===== config.mk =====
export PLATFORM = sky130hd
export DESIGN_NAME = cv32e40p_data_pair_splitter
export DESIGN_NICKNAME = d
export VERILOG_FILES = /design/src/rtl/cv32e40p_data_pair_splitter.sv
export SDC_FILE = /design/constraint.sdc
export NUM_CORES = 1
export LEC_CHECK = 0
export BUFFER_PORTS_ARGS = -buffer_cell sky130_fd_sc_hd__buf_2
export CAP_MARGIN = 5
export CORE_AREA = 2 2 144 146
export DETAILED_ROUTE_END_ITERATION = 8
export DIE_AREA = 0 0 146 148
export PLACE_DENSITY = 0.51
export SYNTH_ARGS = -nofsm -noshare
export SYNTH_HDL_FRONTEND = slang
export SYNTH_SLANG_ARGS = --single-unit
export TNS_END_PERCENT = 10

===== constraint.sdc =====
create_clock -name clk_i -period 1.97 [get_ports clk_i]
set_clock_uncertainty 0.15 [all_clocks]
set_input_delay 0.2955 -clock clk_i [delete_from_list [all_inputs] [get_ports clk_i]]
set_output_delay 0.2955 -clock clk_i [all_outputs]
set_load 0.005 [all_outputs]

===== src/rtl/cv32e40p_data_pair_splitter.sv =====
// Serialises paired LSU accesses onto a single 32-bit OBI port and reassembles the responses in order.
// Define CV32E40P_DATA_SPLIT_PERF_EN to build the pair/stall performance counters.
module cv32e40p_data_pair_splitter #(
    parameter int unsigned DEPTH = 2
) (
    input  logic        clk_i,
    input  logic        rst_i,
    input  logic        data_req_i,
    input  logic        data_req64_i,
    input  logic        data_we_i,
    input  logic [3:0]  data_be_i,
    input  logic [31:0] data_addr_i,
    input  logic [31:0] data_wdata_i,
    input  logic        data_we64_i,
    input  logic [31:0] data_addr64_i,
    input  logic [31:0] data_wdata64_i,
    output logic        data_gnt_o,
    output logic        data_rvalid_o,
    output logic [31:0] data_rdata_o,
    output logic [31:0] data_rdata64_o,
    output logic        obi_req_o,
    input  logic        obi_gnt_i,
    output logic [31:0] obi_addr_o,
    output logic        obi_we_o,
    output logic [3:0]  obi_be_o,
    output logic [31:0] obi_wdata_o,
    input  logic        obi_rvalid_i,
    input  logic [31:0] obi_rdata_i,
    output logic [31:0] pair_cnt_o,
    output logic [31:0] stall_cnt_o
);

    localparam int unsigned PW = (DEPTH > 1) ? $clog2(DEPTH) : 1;
    localparam int unsigned CW = $clog2(DEPTH + 1);

    typedef enum logic {
        IDLE  = 1'b0,
        BEAT1 = 1'b1
    } state_e;

    typedef struct packed {
        logic pair;
        logic first;
    } tag_t;

    state_e        state_q, state_d;
    tag_t          tag_q [DEPTH];
    tag_t          tag_d [DEPTH];
    logic [PW-1:0] wptr_q, wptr_d;
    logic [PW-1:0] rptr_q, rptr_d;
    logic [CW-1:0] cnt_q, cnt_d;
    logic [31:0]   hold_q, hold_d;

    logic fifo_full;
    logic beat_req;
    logic push;
    logic pop;
    tag_t push_tag;
    tag_t pop_tag;

    function automatic logic [PW-1:0] ptr_inc(input logic [PW-1:0] p);
        return (p == PW'(DEPTH - 1)) ? '0 : p + 1'b1;
    endfunction

    // Request side: beat0 carries the data_* fields, beat1 the data_*64 fields.
    always_comb begin
        fifo_full   = (cnt_q == CW'(DEPTH));
        state_d     = state_q;
        beat_req    = 1'b0;
        push        = 1'b0;
        push_tag    = '0;
        data_gnt_o  = 1'b0;
        obi_addr_o  = data_addr_i;
        obi_we_o    = data_we_i;
        obi_be_o    = data_be_i;
        obi_wdata_o = data_wdata_i;

        unique case (state_q)
            IDLE: begin
                beat_req = data_req_i && !fifo_full;
                if (beat_req && obi_gnt_i) begin
                    push     = 1'b1;
                    push_tag = '{pair: data_req64_i, first: 1'b1};
                    if (data_req64_i) begin
                        state_d = BEAT1;
                    end else begin
                        data_gnt_o = 1'b1;
                    end
                end
            end
            BEAT1: begin
                beat_req    = !fifo_full;
                obi_addr_o  = data_addr64_i;
                obi_we_o    = data_we64_i;
                obi_be_o    = 4'hF;
                obi_wdata_o = data_wdata64_i;
                if (beat_req && obi_gnt_i) begin
                    push       = 1'b1;
                    push_tag   = '{pair: 1'b1, first: 1'b0};
                    data_gnt_o = 1'b1;
                    state_d    = IDLE;
                end
            end
            default: state_d = IDLE;
        endcase

        obi_req_o = beat_req;
        if (rst_i) begin
            obi_req_o   = 1'b0;
            data_gnt_o  = 1'b0;
            obi_addr_o  = '0;
            obi_we_o    = 1'b0;
            obi_be_o    = '0;
            obi_wdata_o = '0;
        end
    end

    // Tag FIFO and response reassembly; rvalid with an empty FIFO is dropped.
    always_comb begin
        pop     = obi_rvalid_i && (cnt_q != '0);
        pop_tag = tag_q[rptr_q];

        tag_d = tag_q;
        if (push) begin
            tag_d[wptr_q] = push_tag;
        end
        wptr_d = push ? ptr_inc(wptr_q) : wptr_q;
        rptr_d = pop ? ptr_inc(rptr_q) : rptr_q;

        unique case ({push, pop})
            2'b10:   cnt_d = cnt_q + 1'b1;
            2'b01:   cnt_d = cnt_q - 1'b1;
            default: cnt_d = cnt_q;
        endcase

        hold_d         = hold_q;
        data_rvalid_o  = 1'b0;
        data_rdata_o   = '0;
        data_rdata64_o = '0;
        if (pop) begin
            if (pop_tag.pair && pop_tag.first) begin
                hold_d = obi_rdata_i;
            end else if (pop_tag.pair) begin
                data_rvalid_o  = 1'b1;
                data_rdata_o   = hold_q;
                data_rdata64_o = obi_rdata_i;
            end else begin
                data_rvalid_o = 1'b1;
                data_rdata_o  = obi_rdata_i;
            end
        end

        if (rst_i) begin
            data_rvalid_o  = 1'b0;
            data_rdata_o   = '0;
            data_rdata64_o = '0;
        end
    end

    always_ff @(posedge clk_i) begin
        if (rst_i) begin
            state_q <= IDLE;
            wptr_q  <= '0;
            rptr_q  <= '0;
            cnt_q   <= '0;
            hold_q  <= '0;
            for (int i = 0; i < int'(DEPTH); i++) begin
                tag_q[i] <= '0;
            end
        end else begin
            state_q <= state_d;
            wptr_q  <= wptr_d;
            rptr_q  <= rptr_d;
            cnt_q   <= cnt_d;
            hold_q  <= hold_d;
            tag_q   <= tag_d;
        end
    end

`ifdef CV32E40P_DATA_SPLIT_PERF_EN
    logic [31:0] pair_cnt_q, pair_cnt_d;
    logic [31:0] stall_cnt_q, stall_cnt_d;

    // Both counters saturate rather than wrap.
    always_comb begin
        pair_cnt_d  = pair_cnt_q;
        stall_cnt_d = stall_cnt_q;
        if (data_rvalid_o && pop_tag.pair && (pair_cnt_q != 32'hFFFF_FFFF)) begin
            pair_cnt_d = pair_cnt_q + 32'd1;
        end
        if (obi_req_o && !obi_gnt_i && (stall_cnt_q != 32'hFFFF_FFFF)) begin
            stall_cnt_d = stall_cnt_q + 32'd1;
        end
    end

    always_ff @(posedge clk_i) begin
        if (rst_i) begin
            pair_cnt_q  <= '0;
            stall_cnt_q <= '0;
        end else begin
            pair_cnt_q  <= pair_cnt_d;
            stall_cnt_q <= stall_cnt_d;
        end
    end

    assign pair_cnt_o  = rst_i ? '0 : pair_cnt_q;
    assign stall_cnt_o = rst_i ? '0 : stall_cnt_q;
`else
    assign pair_cnt_o  = '0;
    assign stall_cnt_o = '0;
`endif

endmodule

==> results of run 1 <==
metal layers:
layer / track usage / share of wire / up-vias
met4: 0.0204 / 0.0071 / 0
met1: 0.170 / 0.44 / 1963
met5: 0 / 0 / -
met2: 0.235 / 0.49 / 194
li1: - / - / 2318
met3: 0.0259 / 0.065 / 8
tightest hold or removal path: stages:
cell	delay, ns
buf_2	0.11
nand2b_1	0.06
mux2i_1	0.06
cell families after synthesis:
group	after synthesis	synth area share
buffers and inverters	112	0.171
XOR/XNOR	3	0.00644
AND/OR/NAND/NOR	252	0.303
adder cells (fa/ha/maj)	1	0.00307
other	1	0.000919
multiplexers	101	0.248
flip-flops	41	0.201
AO/OA/AOI/OAI	47	0.0659
how the worst max path moves through the flow:
stage                           from                    end  slack [ns]
4_1_cts          rptr_q$_SDFFE_PP0N_       data_rdata_o[13]       -0.13
5_1_grt          rptr_q$_SDFFE_PP0N_       data_rdata_o[11]       -0.18
3_3_place_gp               obi_gnt_i  cnt_q[1]$_SDFFE_PP0P_        0.16
3_5_place_dp               obi_gnt_i  cnt_q[1]$_SDFFE_PP0P_         0.1
2_1_floorplan  cnt_q[0]$_SDFFE_PP0P_  cnt_q[1]$_SDFFE_PP0P_        0.15
6_report         rptr_q$_SDFFE_PP0N_     data_rdata64_o[25]       -0.10
stage by stage:
stage | utilization | TNS (ns) | area (sq um) | cells | hold slack (ns)
after floorplan | - | 0 | 4320 | 621 | 0.299
after global placement | 0.288 | 0 | 5760 | 1108 | 0.310
after detailed placement | 0.288 | 0 | 5760 | 1108 | 0.315
after CTS | 0.303 | -5.90 | 6080 | 1123 | 0.129
after global routing | 0.310 | -9.60 | 6220 | 1126 | 0.145
final | 0.310 | -4.50 | 6220 | 1126 | 0.140
registers in the layout (all words and copies together), names as in the netlist:
name and count:
state_q 1, hold_q 32, wptr_q 1, rptr_q 1
tag_q 4, cnt_q 2
cells in the mapped netlist (2+ instances only):
cell / number
buf_2: 13
and3_1: 32
buf_4: 64
inv_1: 2
nor4_1: 2
buf_6: 3
buf_1: 4
nor2_1: 77
mux2i_1: 100
a41oi_1: 2
o21ai_0: 3
a311oi_1: 2
nand2_1: 64
dfxtp_1: 41
nand2b_1: 67
a21oi_1: 37
xnor2_1: 2
nor2b_1: 2
clkbuf_1: 24
area by class of cell:
cell class	count	area share
Multi-Input combinational cell	468	0.470
Tap cell	270	0.0543
Inverter	4	0.00242
Clock buffer	5	0.0201
Clock inverter	2	0.00564
Sequential cell	41	0.133
Timing Repair Buffer	336	0.314
power breakdown:
group | total [mW] | leakage [nW] | internal (mW) | switching [mW]
Clock | 0.914 | 0.0797 | 0.588 | 0.326
Sequential | 0.916 | 0.333 | 0.869 | 0.0467
Combinational | 1.28 | 2.75 | 0.631 | 0.646
timing repair:
action / in CTS / in global routing
endpoints found under the setup margin: 66 / 77
buffers inserted: 5 / 2
endpoints found under the hold margin: 0 / 0
cloned: 3 / 1
pin swaps: 10 / 5
gates resized for setup: 12 / 28
==> impl_results.md, run 1 <==
- Reg-to-reg endpoint: hold_q[23]$_SDFFE_PP0P_
- CP max stage cell: dfxtp_2
- Largest cells by area after synthesis: mux2i_1 25%, dfxtp_1 20%, buf_4 12%
- Clk sink count: 41
- Slew margin rel.: 0.662
- Most frequent cells in the layout: 306 x buf_2, 94 x mux2i_1, 76 x nor2_1
- Pwr Total: 3.11 mW
- FF+latch area: 827 sq um
- Post-synth top area share: 0.245
- Post-synthesis async set-or-reset flop share: 0
- Area leader, netlist: mux2i_1
- Die Ht: 148 um
- Final Critical Period: 2.07 ns
- Port Buffers: 307
- Initial antenna violation count: 0
- Dpl hpwl: 12000 um
- Aggregate global routing overflow: 0
- Yosys Warn Count: 0
- FF+latch count, synth: 41
- Post-synth top flop: dfxtp_1
- Clk slew on worst S/H paths: 0.06 ns
- Final hold viol count: 0
- Dpl ws: 0.0980 ns
- Hold buffer count at cts: 0
- Worst hold endpoint: hold_q[21]$_SDFFE_PP0P_
- Pwr Density: 500 nW/um^2
- Worst Hold Class: in -> reg
- Clock latency at the later pin of the worst-skew pair: 0.28 ns
- Final setup viols: 64
- Flop2flop setup slack: 0.10 ns
- Top delay family on crit path: simple AND/OR/NAND/NOR gates
- Die Area: 21600 sq um
- Crit Path Max Fanout: 33
- Syn Area/Cell: 7.31 sq um
- Largest net degree at the start of global routing: 84
- Worst Path Arrival: 1.63 ns
- Filler instances: 2228
- Crit. End Element: output port
- Hold Path Cell Cnt: 3
- Number of global-route vias before repair: 4130
- Maximum clock path buffer count: 2
- Footprint of the multi-input gates: 2920 sq um
- Detailed-route DRC error count: 0
- Synth Instances: 558
- Layout area overhead: 52.3%
- Synthesized area: 4080 sq um
- Slew Limit Fails: 0
- CP required: 1.52 ns
- CP Class: reg -> out
- Post-Route WL: 15600 um
- Share of layout cells above drive strength 1: 0.443
- Worst IR Drop VDD: 254 uV
- Sequential share of the synthesized area: 0.201
- Drt first pass iters: 4
- Max-capacitance violation count: 0
- Critical path depth: 7
- EDFF count, synth: 0
- Final setup margin: -0.105 ns
- Register-to-Register Path Depth: 7
- Die Wd: 146 um
- Vias: 4483
- Total GRT Usage: 0.132
- Antenna diode instance count: 0
- Failing checks: setup timing
- I/O pin total: 372
- CP cell instances: buf_4 > nand3b_1 > nand4b_4 > inv_2 > buf_12 > and3_1 > buf_2
- Unique masters post-synth: 36
- Hold Startpoint: obi_rdata_i[21]
- WP buf/inv: 4
- Core Box Area: 20000 sq um
- Initial Util: 0.204
- Via density: 3.98
- CTS Buf Count: 5
- Most common cell after layout, fill and taps aside: buf_2
- Worst slew pin tran: 0.507 ns
- CP Launch Type: flip-flop
- Reg-to-reg critical path startpoint: rptr_q$_SDFFE_PP0N_
- Lkg Pwr: 3.16 nW
- Root buffer cell: clkbuf_16
- First-pass GRT wire length: 23100 um
- Drt wl/cell: 13.8 um
- Cell Rows: 52
- Final Wtd Congestion: 0.774
- CTS tree: done
- F_max: 482 MHz
- Drt initial violations: 132
- Critical path's largest stage delay: 0.33 ns
- RSZ-0062 raised after global routing: yes
- Period Utilization, post-route: 1.05
- Nets: 1029
- Status: complete, but fails checks
- H-tree depth: 2
- Remaining antenna violation count after routing: 0
(Power assumes the default switching activity.)
==> run 2, diff against run 1 <==
--- a/config.mk
+++ b/config.mk
@@ -5,12 +5,13 @@
 export SDC_FILE = /design/constraint.sdc
 export NUM_CORES = 1
 export LEC_CHECK = 0
+export ABC_AREA = 1
 export BUFFER_PORTS_ARGS = -buffer_cell sky130_fd_sc_hd__buf_2
 export CAP_MARGIN = 5
-export CORE_AREA = 2 2 144 146
+export CORE_AREA = 2 2 146 148
 export DETAILED_ROUTE_END_ITERATION = 8
-export DIE_AREA = 0 0 146 148
-export PLACE_DENSITY = 0.51
+export DIE_AREA = 0 0 148 150
+export PLACE_DENSITY = 0.5
 export SYNTH_ARGS = -nofsm -noshare
 export SYNTH_HDL_FRONTEND = slang
 export SYNTH_SLANG_ARGS = --single-unit
==> constraint.sdc (replaced) <==
create_clock -name clk_i -period 1.97 [get_ports clk_i]
set_clock_uncertainty 0.15 [all_clocks]
set_input_delay 0.2955 -clock clk_i [delete_from_list [all_inputs] [get_ports clk_i]]
set_output_delay 0.2955 -clock clk_i [all_outputs]
set_load 0.05 [all_outputs]
==> run 2 against run 1 <==
Effect of this change: clock power shrank 13%; via count grew 17%; area after synthesis grew 1.1%; final cell count grew 18%; sequential cell count is the same; the run still ends with setup timing left.
==> impl_results.md, run 2 <==
- Status: complete, but fails checks (unchanged)
- Failing checks: setup timing (unchanged)
- Initial Util: 0.200 (was 0.204)
- Final hold viol count: 0 (unchanged)
- CTS tree: done (unchanged)
- FF+latch count, synth: 41 (unchanged)
- Dpl hpwl: 12800 um (was 12000 um)
- Die Area: 22200 sq um (was 21600 sq um)
- H-tree depth: 2 (unchanged)
- Largest cells by area after synthesis: nor2_1 22%, dfxtp_1 20%, nand2_1 16% (was mux2i_1 25%, dfxtp_1 20%, buf_4 12%)
- Nets: 1225 (was 1029)
- First-pass GRT wire length: 24900 um (was 23100 um)
- Maximum clock path buffer count: 2 (unchanged)
- Met2 Track Usage GR: 0.246 (was 0.235)
- Worst Hold Class: in -> reg (unchanged)
- Post-synthesis async set-or-reset flop share: 0 (unchanged)
- Largest register by flop count: hold_q (unchanged)
- Placed Area: 5960 sq um (was 5760 sq um)
- Clk slew on worst S/H paths: 0.06 ns (about the same)
- Most frequent cells in the layout: 220 x nor2_1, 193 x buf_2, 172 x nand2_1 (was 306 x buf_2, 94 x mux2i_1, 76 x nor2_1)
- M1 GR Usage: 0.164 (was 0.170)
- Slew Limit Fails: 0 (unchanged)
- Final Wtd Congestion: 0.804 (was 0.774)
- Pwr Density: 540 nW/um^2 (was 500 nW/um^2)
- Synth Instances: 750 (was 558)
- I/O pin total: 372 (unchanged)
- Footprint of the multi-input gates: 2780 sq um (was 2920 sq um)
- Fin Hold WS: 0.117 ns (was 0.140 ns)
- Met3 Resource Use GR: 0.0372 (was 0.0259)
- Sequential share of the synthesized area: 0.199 (was 0.201)
- Drt first pass iters: 4 (unchanged)
- Share of layout cells above drive strength 1: 0.412 (was 0.443)
- Number of global-route vias before repair: 4778 (was 4130)
- Register-to-Register Path Depth: 11 (was 7)
- Aggregate global routing overflow: 0 (unchanged)
- Final setup margin: -0.116 ns (was -0.105 ns)
- Largest net degree at the start of global routing: 74 (was 84)
- Post-Route WL: 17300 um (was 15600 um)
- Die Wd: 148 um (was 146 um)
- Clk sink count: 41 (unchanged)
- Commonest cells in the netlist: 245 x nor2_1, 180 x nand2_1, 69 x buf_4 (was 100 x mux2i_1, 77 x nor2_1, 67 x nand2b_1)
- Root buffer cell: clkbuf_16 (unchanged)
- Antenna diode instance count: 0 (unchanged)
- Crit. End Element: output port (unchanged)
- Dominant cell by count in the synthesized netlist: nor2_1 (was mux2i_1)
- Max FFs per register: 32 (unchanged)
- Yosys Warn Count: 0 (unchanged)
- Final Critical Period: 2.09 ns (was 2.07 ns)
- # placed instances: 1309 (was 1108)
- Vias: 5241 (was 4483)
- Clock latency at the later pin of the worst-skew pair: 0.28 ns (about the same)
- Lkg Pwr: 3.68 nW (was 3.16 nW)
- Period Utilization, post-route: 1.06 (was 1.05)
- Total GRT Usage: 0.138 (was 0.132)
- Top Registers: hold_q: 32 flops, tag_q: 4 flops, cnt_q: 2 flops (unchanged)
- RSZ-0062 raised after global routing: yes (unchanged)
- Remaining antenna violation count after routing: 0 (unchanged)
- Hold Path Cell Cnt: 3 (unchanged)
- Filler instances: 2282 (was 2228)
- Die Ht: 150 um (was 148 um)
- Initial antenna violation count: 2 (was 0)
- Unique masters post-synth: 23 (was 36)
- Post-synth top area share: 0.223 (was 0.245)
- Final setup viols: 63 (was 64)
- Core Box Area: 20700 sq um (was 20000 sq um)
- F_max: 479 MHz (was 482 MHz)
- FF+latch area: 826 sq um (was 827 sq um)
- CP Class: reg -> out (unchanged)
- Detailed-route DRC error count: 0 (unchanged)
- CTS Buf Count: 5 (unchanged)
- Worst Path Arrival: 1.64 ns (was 1.63 ns)
- Non-Filler Instances: 1328 (was 1126)
- CP required: 1.52 ns (about the same)
- Post-synth top flop: dfxtp_1 (unchanged)
- Fin area: 7050 sq um (was 6220 sq um)
- Most common cell after layout, fill and taps aside: nor2_1 (was buf_2)
- Via density: 3.95 (was 3.98)
- Drt wl/cell: 13.0 um (was 13.8 um)
- Drt initial violations: 141 (was 132)
- GRT busiest layer: met2 (unchanged)
- EDFF count, synth: 0 (unchanged)
- Area leader, netlist: nor2_1 (was mux2i_1)
- CP Launch Type: flip-flop (unchanged)
- Cell Rows: 53 (was 52)
- Max-capacitance violation count: 0 (unchanged)
- Layout area overhead: 70.8% (was 52.3%)
- Synthesized area: 4130 sq um (was 4080 sq um)
- Worst IR Drop VDD: 265 uV (was 254 uV)
- Port Buffers: 307 (unchanged)
- Syn Area/Cell: 5.50 sq um (was 7.31 sq um)
- Crit Path Max Fanout: 8 (was 33)
==> run 2: routing by layer <==
layer | wire [um] | up-vias
met4 | 334 | 2
met3 | 1230 | 17
met5 | 13 | -
li1 | - | 2774
met2 | 8540 | 214
met1 | 7190 | 2234
==> run 2: layout make-up <==
| type | count | area share |
|---|---|---|
| clock buffer | 6 | 0.0183 |
| clock inverter | 2 | 0.00142 |
| inverter | 46 | 0.0266 |
| multi-input combinational | 613 | 0.394 |
| sequential | 41 | 0.117 |
| tap | 275 | 0.0488 |
| timing repair buffer | 345 | 0.394 |
==> run 2: what timing repair did <==
action                     4_1_cts  5_1_grt
setup endpoints to repair       74      109
hold buffers                     0        0
pin swaps                       14        9
gates cloned                     2        6
resized for setup              121      137
setup buffers                    0        3
==> run 2: kinds of logic (layout without fill, tap and decap cells) <==
| kind of cell | count (synthesis) | after routing | synth area share |
|---|---|---|---|
| and+or+nand+nor | 439 | 440 | 0.415 |
| DFF | 41 | 41 | 0.199 |
| other | 1 | 64 | 0.000908 |
| adders and majority gates | 1 | 1 | 0.00303 |
| AOI/OAI and AO/OA | 108 | 108 | 0.150 |
| buffers and inverters | 160 | 399 | 0.233 |
==> run 2: worst paths after layout <==
kind / start / to / slack [ns]
setup reg to reg: rptr_q$_SDFFE_PP0N_ / hold_q[20]$_SDFFE_PP0P_ / 0.17
setup / recovery: rptr_q$_SDFFE_PP0N_ / data_rdata_o[30] / -0.12
hold / removal: obi_rdata_i[26] / hold_q[26]$_SDFFE_PP0P_ / 0.12
hold reg to reg: wptr_q$_SDFFE_PP0N_ / tag_q[0]$_SDFFE_PP0P_ / 0.34
==> run 2: power by group <==
part           internal [mW]  switching (mW)
logic                  0.701            1.43
clock network          0.466           0.331
registers              0.857          0.0200
==> run 2: through the flow <==
stage          setup WS, ns  utilization  power [mW]  TNS, ns
2_1_floorplan        -0.122            -        2.26    -5.77
3_3_place_gp        -0.0263        0.288        2.71   -0.167
3_5_place_dp        -0.0592        0.288        2.71   -0.574
4_1_cts              -0.128        0.314        3.65    -4.72
5_1_grt              -0.197        0.341        4.02    -9.53
6_report             -0.116        0.341        3.81    -3.82
==> run 2: critical path: stages (launching register included) <==
cell,delay [ns]
dfxtp_4,0.37
inv_4,0.04
nand2_2,0.06
nand2_4,0.06
buf_12,0.16
clkinv_8,0.08
buf_16,0.13
nand2_1,0.08
a21oi_2,0.18
buf_6,0.18
==> run 3, diff against run 2 <==
--- a/config.mk
+++ b/config.mk
@@ -5,13 +5,13 @@
 export SDC_FILE = /design/constraint.sdc
 export NUM_CORES = 1
 export LEC_CHECK = 0
-export ABC_AREA = 1
 export BUFFER_PORTS_ARGS = -buffer_cell sky130_fd_sc_hd__buf_2
 export CAP_MARGIN = 5
-export CORE_AREA = 2 2 146 148
+export CORE_AREA = 2 2 147 149
 export DETAILED_ROUTE_END_ITERATION = 8
-export DIE_AREA = 0 0 148 150
+export DIE_AREA = 0 0 149 151
 export PLACE_DENSITY = 0.5
+export REMOVE_ABC_BUFFERS = 1
 export SYNTH_ARGS = -nofsm -noshare
 export SYNTH_HDL_FRONTEND = slang
 export SYNTH_SLANG_ARGS = --single-unit
==> run 3 against run 2 <==
Effect of this change: the flow still finishes with violations (setup timing); first-iteration DRC count down 5.7%; sequential share of layout area up 0.20 points; clock power up 18%; utilization down 0.58 points; final cell count down 14%; total power up 10%; non-clock buffer count down 2; global-route usage about the same; via count down 12%; maximum frequency down 0.68%; combinational power up 10%; largest cell class unchanged.
==> impl_results.md, run 3 (synthesis results as in run 1) <==
- CP Class: reg -> out (unchanged)
- Worst Hold Class: in -> reg (unchanged)
- Drt first pass iters: 4 (unchanged)
- Initial Util: 0.196 (was 0.200)
- Final Critical Period: 2.10 ns (was 2.09 ns)
- Fin area: 6980 sq um (was 7050 sq um)
- Crit Path Max Fanout: 14 (was 8)
- Detailed-route DRC error count: 0 (unchanged)
- Worst Path Arrival: 1.65 ns (was 1.64 ns)
- Failing checks: setup timing (unchanged)
- Clk sink count: 41 (unchanged)
- Lkg Pwr: 3.27 nW (was 3.68 nW)
- Largest net degree at the start of global routing: 60 (was 74)
- Layout area overhead: 70.9% (was 70.8%)
- Die Wd: 149 um (was 148 um)
- Top Registers: hold_q: 32 flops, tag_q: 4 flops, cnt_q: 2 flops (unchanged)
- Most common cell after layout, fill and taps aside: buf_2 (was nor2_1)
- Aggregate global routing overflow: 0 (unchanged)
- # placed instances: 1125 (was 1309)
- Most frequent cells in the layout: 206 x buf_2, 92 x mux2i_1, 67 x nor2_1, 67 x nand2b_1 (was 220 x nor2_1, 193 x buf_2, 172 x nand2_1)
- Post-Route WL: 17600 um (was 17300 um)
- Vias: 4625 (was 5241)
- Total GRT Usage: 0.138 (about the same)
- Worst IR Drop VDD: 286 uV (was 265 uV)
- Final setup viols: 74 (was 63)
- Max-capacitance violation count: 0 (unchanged)
- Period Utilization, post-route: 1.07 (was 1.06)
- Drt wl/cell: 15.4 um (was 13.0 um)
- Worst slew pin tran: 0.570 ns
- Die Ht: 151 um (was 150 um)
- Final Wtd Congestion: 0.776 (was 0.804)
- Initial antenna violation count: 3 (was 2)
- Non-Filler Instances: 1139 (was 1328)
- I/O pin total: 372 (unchanged)
- Max FFs per register: 32 (unchanged)
- CP Launch Type: flip-flop (unchanged)
- H-tree depth: 2 (unchanged)
- Via density: 4.06 (was 3.95)
- Maximum clock path buffer count: 2 (unchanged)
- Nets: 1036 (was 1225)
- Final setup margin: -0.130 ns (was -0.116 ns)
- Number of global-route vias before repair: 4121 (was 4778)
- CTS Buf Count: 5 (unchanged)
- Status: complete, but fails checks (unchanged)
- CP required: 1.52 ns (about the same)
- Slew margin rel.: 0.620
- Clk slew on worst S/H paths: 0.06 ns (about the same)
- CTS tree: done (unchanged)
- Crit. End Element: output port (unchanged)
- Core Box Area: 20800 sq um (was 20700 sq um)
- Pwr Total: 4.20 mW (was 3.81 mW)
- Antenna diode instance count: 0 (unchanged)
- Port Buffers: 307 (unchanged)
- Die Area: 22500 sq um (was 22200 sq um)
- Final hold viol count: 0 (unchanged)
- Cell Rows: 53 (unchanged)
- First-pass GRT wire length: 23900 um (was 24900 um)
- Dpl hpwl: 14000 um (was 12800 um)
- Clock latency at the later pin of the worst-skew pair: 0.28 ns (about the same)
- RSZ-0062 raised after global routing: yes (unchanged)
- F_max: 476 MHz (was 479 MHz)
- Largest register by flop count: hold_q (unchanged)
- Drt initial violations: 133 (was 141)
- Remaining antenna violation count after routing: 0 (unchanged)
- Pwr Density: 602 nW/um^2 (was 540 nW/um^2)
- Placed Area: 6150 sq um (was 5960 sq um)
- Share of layout cells above drive strength 1: 0.453 (was 0.412)
- Root buffer cell: clkbuf_16 (unchanged)
- Slew Limit Fails: 0 (unchanged)
==> run 3: cell types whose count changed in the layout (fill, tap and decap cells not counted), moves of 27 or more <==
cell	delta
nor2_1	-153
nand2_1	-108
mux2i_1	+92
nand2b_1	+67
o21ai_0	-61
inv_1	-39
a21oi_2	-27
==> run 3: worst max-delay path: stages (launching register included) <==
cell and delay [ns]:
dfxtp_4 0.37, nand3b_1 0.22, nand4b_4 0.16, clkinv_4 0.11, buf_12 0.16, and3_1 0.18, buf_6 0.15
==> run 3: layer usage <==
| layer | track usage | vias to the layer above | share of wire |
|---|---|---|---|
| met5 | 0 | - | 0.0015 |
| li1 | - | 2327 | - |
| met4 | 0.0229 | 4 | 0.0073 |
| met3 | 0.0319 | 15 | 0.068 |
| met1 | 0.178 | 2083 | 0.43 |
| met2 | 0.240 | 196 | 0.49 |
==> run 3: power by group <==
group / internal, mW / switching (mW)
clock network: 0.597 / 0.343
logic: 0.808 / 1.54
registers: 0.870 / 0.0456
total: 2.27 / 1.93
==> run 3: repair_timing <==
item / 4_1_cts / 5_1_grt
gates resized for setup: 152 / 29
hold buffers: 0 / 0
gates cloned: 0 / 2
pin swaps: 1 / 1
buffers inserted: 3 / 1
setup endpoints to repair: 114 / 118
==> run 3: path summary, 6_finish.rpt <==
check | end | slack (ns) | cells past startpoint | from
worst min-delay path | hold_q[5]$_SDFFE_PP0P_ | 0.14 | 3 | obi_rdata_i[5]
worst max register to register | cnt_q[1]$_SDFFE_PP0P_ | 0.09 | 7 | cnt_q[0]$_SDFFE_PP0P_
worst min register to register | hold_q[0]$_SDFFE_PP0P_ | 0.32 | 2 | hold_q[0]$_SDFFE_PP0P_
worst max-delay path | data_rdata64_o[2] | -0.13 | 6 | rptr_q$_SDFFE_PP0N_
==> run 3: layout make-up <==
type	count	area [sq um]
Clock buffer	6	129
Clock inverter	2	35.0
Fill cell	2259	13800
Inverter	4	20.0
Multi-Input combinational cell	468	2990
Sequential cell	41	831
Tap cell	275	344
Timing Repair Buffer	343	2620
==> run 3: stage by stage <==
step | TNS [ns] | util | hold WS [ns] | worst slack, ns
floorplan | -205.99 | - | 0.215 | -2.54
global placement | -0.665 | 0.296 | 0.309 | -0.0361
detailed placement | -1.05 | 0.296 | 0.315 | -0.0498
CTS | -7.77 | 0.327 | 0.132 | -0.138
global route | -13.41 | 0.335 | 0.141 | -0.201
finish | -6.31 | 0.335 | 0.138 | -0.130
